File: config.mk
export PLATFORM = sky130hd
export DESIGN_NAME = button_debouncer
export DESIGN_NICKNAME = d
export VERILOG_FILES = /design/src/rtl/button_debouncer.sv
export SDC_FILE = /design/constraint.sdc
export NUM_CORES = 1
export LEC_CHECK = 0
export BUFFER_PORTS_ARGS = -buffer_cell sky130_fd_sc_hd__buf_2
export CORE_MARGIN = 3
export CORE_UTILIZATION = 60
export DETAILED_ROUTE_END_ITERATION = 10
export GPL_TIMING_DRIVEN = 0
export HOLD_SLACK_MARGIN = 0.02
export PLACE_DENSITY = 0.78
export SYNTH_ARGS = -nofsm -noshare
export SYNTH_HDL_FRONTEND = slang
export SYNTH_SLANG_ARGS = --single-unit
File: constraint.sdc
create_clock -name clk -period 1.98 [get_ports clk]
set_input_delay 0.198 -clock clk [delete_from_list [all_inputs] [get_ports clk]]
set_output_delay 0.198 -clock clk [all_outputs]
set_load 0.01 [all_outputs]
File: src/rtl/button_debouncer.sv
//==============================================================================
// Module   : button_debouncer
// Brief    : Synchronises and debounces active-low pushbuttons into clean
//            active-high levels with one-cycle press/release strobes.
// Revision : 1.0 - initial release
//==============================================================================
`default_nettype none

module button_debouncer #(
  parameter int NUM_BTNS        = 2,
  parameter int DEBOUNCE_CYCLES = 240000,
  parameter int CNT_WIDTH       = $clog2(DEBOUNCE_CYCLES + 1)
) (
  input  logic                clk,
  input  logic                rst,
  input  logic [NUM_BTNS-1:0] pmod,
  output logic [NUM_BTNS-1:0] btn_pressed,
  output logic [NUM_BTNS-1:0] btn_press,
  output logic [NUM_BTNS-1:0] btn_release
);

  typedef enum logic [1:0] {
    S_RELEASED     = 2'd0,
    S_WAIT_PRESS   = 2'd1,
    S_PRESSED      = 2'd2,
    S_WAIT_RELEASE = 2'd3
  } state_e;

  localparam logic [CNT_WIDTH-1:0] CNT_ONE  = CNT_WIDTH'(1);
  localparam logic [CNT_WIDTH-1:0] CNT_LAST = CNT_WIDTH'(DEBOUNCE_CYCLES - 1);

  // Chain carries the raw pin so reset to 1 equals the released idle level.
  logic [NUM_BTNS-1:0] meta_q;
  logic [NUM_BTNS-1:0] sync_q;
  logic [NUM_BTNS-1:0] sync_pressed;

  always_ff @(posedge clk) begin
    if (rst) begin
      meta_q <= '1;
      sync_q <= '1;
    end else begin
      meta_q <= pmod;
      sync_q <= meta_q;
    end
  end

  assign sync_pressed = ~sync_q;

  for (genvar i = 0; i < NUM_BTNS; i++) begin : g_chan
    state_e               state_q, state_d;
    logic [CNT_WIDTH-1:0] cnt_q, cnt_d;
    logic                 press_d, release_d;
    logic                 pressed_d;
    logic                 pressed_q, press_q, release_q;

    always_comb begin
      state_d   = state_q;
      cnt_d     = cnt_q;
      press_d   = 1'b0;
      release_d = 1'b0;
      case (state_q)
        S_RELEASED: begin
          if (sync_pressed[i]) begin
            state_d = S_WAIT_PRESS;
            cnt_d   = CNT_ONE;
          end else begin
            cnt_d = '0;
          end
        end
        S_WAIT_PRESS: begin
          if (!sync_pressed[i]) begin
            state_d = S_RELEASED;
            cnt_d   = '0;
          end else if (cnt_q == CNT_LAST) begin
            state_d = S_PRESSED;
            cnt_d   = '0;
            press_d = 1'b1;
          end else begin
            cnt_d = cnt_q + CNT_ONE;
          end
        end
        S_PRESSED: begin
          if (!sync_pressed[i]) begin
            state_d = S_WAIT_RELEASE;
            cnt_d   = CNT_ONE;
          end else begin
            cnt_d = '0;
          end
        end
        S_WAIT_RELEASE: begin
          if (sync_pressed[i]) begin
            state_d = S_PRESSED;
            cnt_d   = '0;
          end else if (cnt_q == CNT_LAST) begin
            state_d   = S_RELEASED;
            cnt_d     = '0;
            release_d = 1'b1;
          end else begin
            cnt_d = cnt_q + CNT_ONE;
          end
        end
        default: begin
          state_d = S_RELEASED;
          cnt_d   = '0;
        end
      endcase
    end

    // Level is decoded from the next state so it moves on the transition edge.
    assign pressed_d = (state_d == S_PRESSED) || (state_d == S_WAIT_RELEASE);

    always_ff @(posedge clk) begin
      if (rst) begin
        state_q   <= S_RELEASED;
        cnt_q     <= '0;
        pressed_q <= 1'b0;
        press_q   <= 1'b0;
        release_q <= 1'b0;
      end else begin
        state_q   <= state_d;
        cnt_q     <= cnt_d;
        pressed_q <= pressed_d;
        press_q   <= press_d;
        release_q <= release_d;
      end
    end

    assign btn_pressed[i] = pressed_q;
    assign btn_press[i]   = press_q;
    assign btn_release[i] = release_q;

    a_strobe_excl : assert property (@(posedge clk) !(press_q && release_q));
    a_cnt_bound   : assert property (@(posedge clk) cnt_q <= CNT_LAST);
  end

endmodule

`default_nettype wire

Yosys cells after proc, flatten, opt, wreduce, memory -nomap -nowiden
Cells that the tools add are included.
{"block": "word_totals", "register_bits": 50, "input_bits": 4, "out_inout_bits": 6, "elab_cells": 69}
{"block": "classes", "n_addsub": 2, "eq_ne": 12, "n_mux": 28, "bitwise": 7, "n_reduce_logical": 8}
{"cell": "$pmux 18 s4", "count": 2}
{"cell": "$mux 18", "count": 6}
{"cell": "$add 18x1->18 const B", "count": 2}
{"cell": "$eq 18x18->1 const B", "count": 2}
{"cell": "$mux 2", "count": 12}
{"cell": "$eq 2x2->1 const B", "count": 8}
{"cell": "$pmux 2 s4", "count": 2}
{"cell": "$reduce_or 3->1", "count": 4}
{"cell": "$mux 1", "count": 6}
{"cell": "$not 1->1", "count": 6}
{"cell": "$eq 2x1->1 const B", "count": 2}
{"cell": "$logic_not 2->1", "count": 2}
{"cell": "$logic_or 1x1->1", "count": 2}
{"cell": "$not 2->2", "count": 1}

Depth between registers and ports, before layout
{"block": "logic_depth", "ltp_word": 6, "depth_mapped": 7, "ltp_nobuf": 5}

Least setup slack after synthesis
No wires, ideal clock.
{"block": "synth_path", "path_type": "flip-flop to flip-flop", "startpoint": "register g_chan[0].cnt_q[0]", "endpoint": "register g_chan[0].cnt_q[13]", "setup_time_ns": 0.115, "t_arrival_ns": 1.666, "required_time_ns": 1.865, "path_slack_ns": 0.199, "stages_incl_launch_ff": 8, "period_less_slack_ns": 1.781, "path_cell_list": "dfxtp_1 ha_1 inv_1 nor4_1 a211o_1 buf_4 buf_6 nor2_1"}
{"block": "synth_between", "elab_chain_len": 4}
{"element": "from (decl)", "line": "51", "text": "logic [CNT_WIDTH-1:0] cnt_q, cnt_d;"}
{"element": "from (signal assigned)", "line": "121", "text": "cnt_q <= cnt_d;"}
{"element": "$add 18x1->18 / $eq 18x18->1 (equally long branches)"}
{"element": "$mux 18 (*)", "line": "74, 94"}
{"element": "$mux 18 (on tied branches)", "line": "91, 71"}
{"element": "$pmux 18 s4 (*)", "line": "61", "text": "case (state_q)"}
Every way passes the cells marked *; elsewhere a longest branch is shown, timed or not.
A chain may end at the register's enable or synchronous reset.

Worst setup path after layout
{"block": "layout_path", "startpoint": "register g_chan[0].cnt_q[6]", "endpoint": "register g_chan[0].cnt_q[17]"}
The elaborated chain is that of the path after synthesis.

==> metrics.yaml <==
route:
  drt_first_pass_iters: 7
  drc: 0
  drt_iter0_drc: 117
  routedWlPerCell_um: 12.8
  drt_wl_total_mm: 3.94
  postRouteAntennaNets: 0
  via_per_inst: 5.40
  vias: 1669
timing:
  worstMarginPinSlew_ns: 0.566
  finalHoldViolations: 0
  period_share: 0.950
  timing.fmax_ghz: 0.532
  fin_skew_ns: 0.0126
  setup_viol: 0
  drv_slew: 0
  fin_crit_ns: 1.88
  maxSlewHeadroom: 0.619
power:
  combPwrFrac: 0.013
  power.switching_uw: 345
  power_frac_seq: 0.619
  peakVddDrop_uv: 445
  total_power_uw: 1640
  p_int_uw: 1300
  pwr_density_cell_mw_per_mm2: 671
  netSwitchingFraction: 0.210
  p_leak_uw: 0.000766
  clockPowerShare: 0.368
setup_path:
  path_max_fanout: 8
  worstSetupPathType: "reg -> reg"
  required_ns: 2.30
  setup.worst_path.start_class: "flip-flop"
  worst_setup_path_end_kind: "flip-flop"
  cp.arrival_ns: 2.20
synthesis:
  synthesis.instances: 240
  synth_cell_types: 42
  yosysTopAreaCell: "dfxtp_1"
  yosysTopAreaCellShare: 0.465
  synth.avg_cell_area_sq_um: 8.96
  yosys_warnings: 0
  syn-cell-area_sq_mm: 0.00215
  synth_flop_cell: "dfxtp_1"
  ys_ff_latch: 50
  synth_edf_count: 0
  synth_commonest_cells: "dfxtp_1 (50), nor2_1 (34), xnor2_1 (17)"
  yosys.cell_count.top_type: "dfxtp_1"
  synth_nets: 246
  synthTopCellsByArea: "dfxtp_1 (47%), xnor2_1 (6.9%), nor2_1 (5.9%)"
  synth-seq-area-share: 0.465
  async_reset_ff_frac: 0
hold_path:
  hold_path_class: "in -> reg"
global_routing:
  grt_remaining_overflow: 0
  grt_max_degree: 18
  antenna_found_initial: 0
  grt_pass1_wl_mm: 6.46
  grt_pass1_vias: 1498
  gr-usage-all-layers: 0.191
finish:
  final_core_util: 0.722
  area_delta_synth_final_pct: 13.7
  fin_nets: 268
  drive_above_1_share: 0.202
  n_antenna_cell: 0
  fillers: 272
  fin_area_sq_mm: 0.00245
  stdcell_count: 309
die:
  io-pin-count: 10
  die_area_sq_mm: 0.00434
  die_h_um: 65.9
  dieWidth_um: 65.9
  initial_core_util: 0.635
  row_count: 21
  core_sq_mm: 0.00339
cts:
  cts_num_sinks: 50
  clock_latency_ns: 0.37
  cts_made_buffers: 5
  clock_path_buffers: 2
  clk_pin_slew_ns: 0.15
  ctsRootBufferMaster: "clkbuf_4"
  cts_tree: "yes"
  htree_levels: 2
placement:
  port_buffers: 9
  placed_area_sq_mm: 0.00225
  gp_congestion: 0.828
  hpwl_mm: 2.57
  dp_cells: 295
status:
  status: "finished clean"
run:
  maxCapViolations: 0
-- routing by layer --
metal | share of wire | global-route usage | vias to the layer above
met3 | 0.037 | 0.0408 | 8
met5 | 0 | 0 | -
met2 | 0.46 | 0.302 | 33
met1 | 0.49 | 0.253 | 752
li1 | - | - | 876
met4 | 0.013 | 0.0777 | 0
-- logic make-up after synthesis --
logic type	count (synthesis)	synth area share
AO/OA/AOI/OAI	23	0.0663
XOR/XNOR	27	0.110
adder cells (fa/ha/maj)	2	0.0116
buffers and inverters	22	0.0553
flip-flops	50	0.465
multiplexers	1	0.00465
AND/OR/NAND/NOR	115	0.287
-- flip-flops by register name (all words and copies together) (netlist names) --
name / flops
g_chan.release_q: 2
g_chan.cnt_q: 36
sync_q: 2
g_chan.pressed_q: 2
g_chan.press_q: 2
meta_q: 2
g_chan.state_q: 4
-- placed cells by master, fill, tap and decap left out, types with 4 or more instances in the layout --
| cell type | synthesis | layout |
|---|---|---|
| dfxtp_1 | 50 | 50 |
| nor2_1 | 34 | 34 |
| xnor2_1 | 17 | 17 |
| nand2_1 | 12 | 12 |
| buf_2 | 2 | 11 |
| buf_4 | 7 | 11 |
| xor2_1 | 10 | 10 |
| inv_1 | 10 | 10 |
| nor3_1 | 11 | 10 |
| nand3_1 | 11 | 10 |
| nand4_1 | 9 | 9 |
| a21oi_1 | 9 | 9 |
| nor4_1 | 8 | 7 |
| or2_2 | 6 | 6 |
| clkbuf_4 | 0 | 5 |
| o21ai_0 | 4 | 4 |
-- power groups by stage --
| stage | clock, uW | combinational [uW] | sequential, uW |
|---|---|---|---|
| detailed placement | 0 | 17.4 | 1040 |
| floorplan | 0 | 11.6 | 1040 |
| finish | 604 | 20.7 | 1020 |
| global placement | 0 | 16.9 | 1040 |
| CTS | 619 | 20.6 | 1020 |
| global route | 652 | 23.4 | 1020 |
-- repair_timing --
item	4_1_cts	5_1_grt
setup buffers	0	4
hold buffers	2	0
setup endpoints to repair	29	23
pin swaps	0	2
hold endpoints to repair	2	0
resized for setup	4	7
-- area by class of cell --
class	count	area (sq um)	share of cell area
buffer	12	81.3	0.0332
clock buffer	5	37.5	0.0153
clock inverter	3	47.5	0.0194
inverter	10	37.5	0.0153
multi-input combinational	168	1090	0.445
sequential	50	1000	0.409
tap	46	57.6	0.0235
timing repair buffer	15	95.1	0.0389
-- critical path, cell delays in order, from the launching register on --
cell	delay, ns
dfxtp_1	0.48
nand4_2	0.20
or3_1	0.38
buf_2	0.17
or4_4	0.48
a21oi_2	0.13
-- final timing paths --
path	from	slack, ns	to	depth (start not counted)
setup / recovery	g_chan[0].cnt_q[6]$_SDFF_PP0_	0.1	g_chan[0].cnt_q[17]$_SDFF_PP0_	5
hold / removal	rst	0.14	g_chan[1].state_q[0]$_SDFF_PP0_	3
setup reg to reg	g_chan[0].cnt_q[6]$_SDFF_PP0_	0.1	g_chan[0].cnt_q[17]$_SDFF_PP0_	5
hold reg to reg	meta_q[0]$_SDFF_PP1_	0.43	sync_q[0]$_SDFF_PP1_	1
-- through the flow --
step	setup TNS (ns)	worst slack, ns	hold WS [ns]
floorplan	0	0.199	0.302
global placement	-1.57	-0.156	0.383
global route	-0.209	-0.0398	0.124
detailed placement	-2.11	-0.192	0.386
finish	0	0.0998	0.135
CTS	0	0.0523	0.119
Note: power is estimated with default switching activity, not from simulation.
